File: src/rtl/dot_matrix_scanner.sv
// Row-scan driver for a 16x16 LED dot matrix with per-row blanking
// and frame-granular horizontal scrolling.
module dot_matrix_scanner #(
    parameter int CLK_DIV         = 1000,
    parameter int BLANK           = 2,
    parameter int FRAMES_PER_STEP = 8
) (
    input  logic        clk,
    input  logic        rst,
    input  logic        en,
    input  logic        scroll_en,
    output logic [3:0]  row_bin,
    input  logic [15:0] col_in,
    output logic [15:0] row_sel,
    output logic [15:0] col_out,
    output logic        frame_tick,
    output logic [3:0]  shift
);

    localparam int TW = (CLK_DIV > 1) ? $clog2(CLK_DIV) : 1;
    localparam int FW = (FRAMES_PER_STEP > 1) ? $clog2(FRAMES_PER_STEP) : 1;
    localparam logic [TW-1:0] BLANK_LAST = TW'(BLANK - 1);
    localparam logic [TW-1:0] ROW_LAST   = TW'(CLK_DIV - 1);
    localparam logic [FW-1:0] FRAME_LAST = FW'(FRAMES_PER_STEP - 1);

    typedef enum logic [1:0] {
        ST_IDLE,
        ST_BLANK,
        ST_SHOW
    } state_t;

    state_t        state_q, state_d;
    logic [TW-1:0] tick_cnt_q, tick_cnt_d;
    logic [FW-1:0] frame_cnt_q, frame_cnt_d;
    logic [3:0]    row_bin_q, row_bin_d;
    logic [15:0]   row_sel_q, row_sel_d;
    logic [15:0]   col_out_q, col_out_d;
    logic          frame_tick_q, frame_tick_d;
    logic [3:0]    shift_q, shift_d;

    function automatic logic [15:0] rotl16(input logic [15:0] x,
                                           input logic [3:0]  s);
        logic [31:0] d;
        d = {x, x} << s;
        return d[31:16];
    endfunction

    always_comb begin
        state_d      = state_q;
        tick_cnt_d   = tick_cnt_q;
        frame_cnt_d  = frame_cnt_q;
        row_bin_d    = row_bin_q;
        row_sel_d    = row_sel_q;
        col_out_d    = col_out_q;
        frame_tick_d = 1'b0;
        shift_d      = shift_q;

        if (!en) begin
            // Dropping enable darkens the panel but keeps row/scroll position
            state_d    = ST_IDLE;
            tick_cnt_d = '0;
            row_sel_d  = '0;
            col_out_d  = '0;
        end else begin
            unique case (state_q)
                ST_IDLE: begin
                    tick_cnt_d = '0;
                    row_sel_d  = '0;
                    col_out_d  = '0;
                    state_d    = ST_BLANK;
                end
                ST_BLANK: begin
                    tick_cnt_d = tick_cnt_q + TW'(1);
                    if (tick_cnt_q == BLANK_LAST) begin
                        row_sel_d = 16'h0001 << row_bin_q;
                        col_out_d = rotl16(col_in, shift_q);
                        state_d   = ST_SHOW;
                    end
                end
                ST_SHOW: begin
                    if (tick_cnt_q == ROW_LAST) begin
                        tick_cnt_d = '0;
                        row_sel_d  = '0;
                        col_out_d  = '0;
                        row_bin_d  = row_bin_q + 4'd1;
                        state_d    = ST_BLANK;
                        if (row_bin_q == 4'hF) begin
                            frame_tick_d = 1'b1;
                            if (scroll_en) begin
                                if (frame_cnt_q == FRAME_LAST) begin
                                    frame_cnt_d = '0;
                                    shift_d     = shift_q + 4'd1;
                                end else begin
                                    frame_cnt_d = frame_cnt_q + FW'(1);
                                end
                            end
                        end
                    end else begin
                        tick_cnt_d = tick_cnt_q + TW'(1);
                    end
                end
                default: begin
                    state_d = ST_IDLE;
                end
            endcase
        end
    end

    always_ff @(posedge clk) begin
        if (rst) begin
            state_q      <= ST_IDLE;
            tick_cnt_q   <= '0;
            frame_cnt_q  <= '0;
            row_bin_q    <= '0;
            row_sel_q    <= '0;
            col_out_q    <= '0;
            frame_tick_q <= 1'b0;
            shift_q      <= '0;
        end else begin
            state_q      <= state_d;
            tick_cnt_q   <= tick_cnt_d;
            frame_cnt_q  <= frame_cnt_d;
            row_bin_q    <= row_bin_d;
            row_sel_q    <= row_sel_d;
            col_out_q    <= col_out_d;
            frame_tick_q <= frame_tick_d;
            shift_q      <= shift_d;
        end
    end

    assign row_bin    = row_bin_q;
    assign row_sel    = row_sel_q;
    assign col_out    = col_out_q;
    assign frame_tick = frame_tick_q;
    assign shift      = shift_q;

endmodule
File: config.mk
export PLATFORM = sky130hd
export DESIGN_NAME = dot_matrix_scanner
export DESIGN_NICKNAME = d
export VERILOG_FILES = /design/src/rtl/dot_matrix_scanner.sv
export SDC_FILE = /design/constraint.sdc
export NUM_CORES = 1
export LEC_CHECK = 0
export ABC_CLOCK_PERIOD_IN_PS = 6210
export BUFFER_PORTS_ARGS = -buffer_cell sky130_fd_sc_hd__buf_2
export CAP_MARGIN = 20
export CORE_ASPECT_RATIO = 0.5
export CORE_MARGIN = 3
export CORE_UTILIZATION = 39
export CTS_BUF_LIST = sky130_fd_sc_hd__clkbuf_16
export DETAILED_ROUTE_END_ITERATION = 12
export GPL_TIMING_DRIVEN = 0
export PLACE_DENSITY = 0.58
export SLEW_MARGIN = 20
export SYNTH_ARGS = -nofsm -noshare
export SYNTH_HDL_FRONTEND = slang
export SYNTH_SLANG_ARGS = --single-unit
export TNS_END_PERCENT = 50
File: constraint.sdc
create_clock -name clk -period 6.21 [get_ports clk]
set_input_delay 0.621 -clock clk [delete_from_list [all_inputs] [get_ports clk]]
set_output_delay 0.621 -clock clk [all_outputs]
set_load 0.02 [all_outputs]
==> flow_metrics.env <==
export IMPL_crit_type="register to register"
export IMPL_grt_overflow_total=0
export IMPL_crit_family="buffers and inverters"
export IMPL_die_w_um=137
export IMPL_whs_ns=0.463
export IMPL_cts_htree_levels=2
export IMPL_fin_skew_ns=0.00786
export IMPL_path_cells="ha_1 -> clkbuf_1 -> inv_1 -> a41o_1 -> clkbuf_1 -> a21oi_1 -> buf_2 -> o2bb2ai_2"
export IMPL_cp_start_kind="register"
export IMPL_drt_initial_drc_count=179
export IMPL_path_max_fanout=10
export IMPL_port_buffers=60
export IMPL_finalMaxSlewViolations=0
export IMPL_cts_buffers=5
export IMPL_leakage_nw=1.47
export IMPL_clk_insertion_delay_late_ns=0.30
export IMPL_dieArea_um2=9850
export IMPL_syn_to_final_growth_pct=17.3
export IMPL_ios=61
export IMPL_ys_ff_latch=56
export IMPL_synth_flop_cell="dfxtp_1"
export IMPL_p_sw_share_pct=23.6
export IMPL_fp_dieH_um=71.7
export IMPL_final_design_area_no_fill_um2=3950
export IMPL_setup_viol=0
export IMPL_grt_setup_unrepaired="false"
export IMPL_power_frac_clock_pct=40.7
export IMPL_max_cap_violations=0
export IMPL_async_reset_ff_share_pct=0
export IMPL_postSynthCellCount=328
export IMPL_switchingPower_mw=0.164
export IMPL_drc=0
export IMPL_rows=23
export IMPL_cts_setup_buffers=0
export IMPL_antenna_found_initial=0
export IMPL_cts_resized=0
export IMPL_synth_avg_cell_area_um2=10.3
export IMPL_synthesis_area_um2=3370
export IMPL_ant_nets=0
export IMPL_core_area_um2=8200
export IMPL_grt_pass1_wl_mm=13.7
export IMPL_synth_distinct_cells=45
export IMPL_yosys_top_cells_area="dfxtp_1 (33%), mux4_2 (11%), mux2_2 (6.0%), ha_1 (5.6%), mux2i_1 (5.1%)"
export IMPL_grt_pass1_vias=2885
export IMPL_max_freq_mhz=368
export IMPL_yosysTopAreaCell="dfxtp_1"
export IMPL_synth_edf_count=0
export IMPL_wl_per_cell_um=16.3
export IMPL_drive_above_1_share_pct=30.6
export IMPL_slowest_stage="a21oi_1"
export IMPL_cellInternalPower_mw=0.530
export IMPL_path_common_cell="clkbuf_1"
export IMPL_post_dp_cell_area_um2=3810
export IMPL_grt_max_degree=18
export IMPL_clkSlewWorstSetupHoldPaths_ns=0.07
export IMPL_hpwl_mm=6.25
export IMPL_cts_sinks=56
export IMPL_cts_tree="built"
export IMPL_initial_utilization_pct=41.1
export IMPL_worst_slew_pin_slew_ns=0.725
export IMPL_ys_seq_area_share_pct=33.3
export IMPL_vias_per_cell=5.66
export IMPL_critPathCaptureType="register"
export IMPL_combPwrFrac_pct=7.4
export IMPL_fin_crit_sh_pct=43.7
export IMPL_gp_congestion=0.815
export IMPL_layout_min_cycle_time_ns=2.72
export IMPL_finalHoldViolations=0
export IMPL_cts_root_buffer="clkbuf_16"
export IMPL_max_vdd_ir_drop_mv=0.0982
export IMPL_critPathRequiredTime_ns=6.44
export IMPL_synth_top_area_share_pct=33.3
export IMPL_path_buf_inv=4
export IMPL_setup_tns_ns=0
export IMPL_status="finished clean"
export IMPL_syn_num_nets=363
export IMPL_power_total_mw=0.694
export IMPL_track_usage_pct=17.0
export IMPL_n_antenna_cell=0
export IMPL_slew_headroom_pct=51.3
export IMPL_cts_max_path_buffers=2
export IMPL_hold_buffers=0
export IMPL_seqPwrFrac_pct=51.9
export IMPL_cpPeakStageDelay_ns=0.63
export IMPL_yosysWarnings=0
export IMPL_powerDensity_nw_per_um2=176
export IMPL_firstDrtPassIters=4
export IMPL_drt_total_wl_mm=8.26
export IMPL_nets=430
export IMPL_worstPathArrival_ns=2.95
export IMPL_num_vias=2876
export IMPL_hp_class="register to register"
## flip-flops by register name, indices dropped and copies added, names as in the netlist
register	flops
tick_cnt_q	10
frame_tick	1
row_bin	4
frame_cnt_q	3
state_q	2
col_out	16
shift	4
row_sel	16
## stage by stage
step / instances / setup WS, ns / util, %
after floorplan: 328 / 3.90 / -
after global placement: 500 / 3.61 / 46.4
after global routing: 508 / 3.31 / 48.2
after CTS: 508 / 3.52 / 48.2
final: 508 / 3.49 / 48.2
after detailed placement: 500 / 3.55 / 46.4
## metal layers
metal  GRT usage [%]  vias up  routed length (um)
met1            22.4     1407                3980
li1                -     1394                   -
met4            4.20        0                  76
met2            28.5       68                3810
met5               0        -                   0
met3            3.93        7                 399
## cell type report
| cell class | count | area, um2 |
|---|---|---|
| well taps | 112 | 140 |
| repair buffers | 60 | 300 |
| clock buffers | 5 | 125 |
| clock inverters | 3 | 17.5 |
| flip-flops and latches | 56 | 1120 |
| fillers | 787 | 4250 |
| plain buffers | 25 | 120 |
| multi-input cells | 238 | 2090 |
| inverters | 9 | 33.8 |
## cell usage in the layout, fill, tap and decap left out, types with 2 or more instances in the layout
cell        n
xor2_1      6
and4_1      2
mux4_2     16
mux2_2     18
nor2b_1     4
clkbuf_1   21
nor3_1      2
dfxtp_1    56
o2bb2ai_2   9
buf_2      62
nand3_1    11
and2_1      3
or3_1       3
a211oi_1   12
o31ai_1     2
nand2_1     5
inv_1       9
nor2_1     10
clkbuf_16   5
mux2i_1    17
or4_1       2
ha_1       15
a21oi_1    25
and3_1      7
or2_2       2
xnor2_1     4
o21ai_0    21
o2bb2ai_1   6
nand4_1    21
## cells by family (layout without fill, tap and decap cells)
group	Yosys count	after routing	synth area share (%)
AOI/OAI and AO/OA	83	83	18.1
xor gates and xnor gates	10	10	2.60
adders and majority gates	15	15	5.57
buffers and inverters	34	102	4.57
DFF	56	56	33.3
muxes	51	51	21.8
and+or+nand+nor	79	79	14.0
## power by group through the flow
stage	Sequential, mW	Combinational [mW]	Clock [mW]
after floorplan	0.369	0.0313	0
after global placement	0.368	0.0490	0
after detailed placement	0.369	0.0503	0
after CTS	0.360	0.0508	0.290
after global routing	0.360	0.0556	0.304
final	0.360	0.0515	0.283
## path summary, 6_finish.rpt
check / startpoint / end / slack, ns / depth (start not counted)
hold / removal: col_out[4] / col_out[4] / 0.46 / 1
setup reg to reg: state_q[0] / col_out[10] / 3.49 / 8
setup / recovery: state_q[0] / col_out[10] / 3.49 / 8
hold reg to reg: col_out[4] / col_out[4] / 0.46 / 1
## Yosys cell counts (2+ instances only)
| master | n |
|---|---|
| and2_1 | 3 |
| xor2_1 | 6 |
| nor2b_1 | 4 |
| ha_1 | 15 |
| and3_1 | 7 |
| o21ai_0 | 21 |
| o2bb2ai_1 | 6 |
| nand4_1 | 21 |
| a211oi_1 | 12 |
| mux2i_1 | 17 |
| or3_1 | 3 |
| a21oi_1 | 25 |
| mux2_2 | 18 |
| dfxtp_1 | 56 |
| o31ai_1 | 2 |
| and4_1 | 2 |
| or2_2 | 2 |
| nand3_1 | 11 |
| buf_2 | 2 |
| nand2_1 | 5 |
| xnor2_1 | 4 |
| nor2_1 | 10 |
| or4_1 | 2 |
| mux4_2 | 16 |
| clkbuf_1 | 21 |
| inv_1 | 9 |
| o2bb2ai_2 | 9 |
| nor3_1 | 2 |
Power figures use the tool's default switching activity.
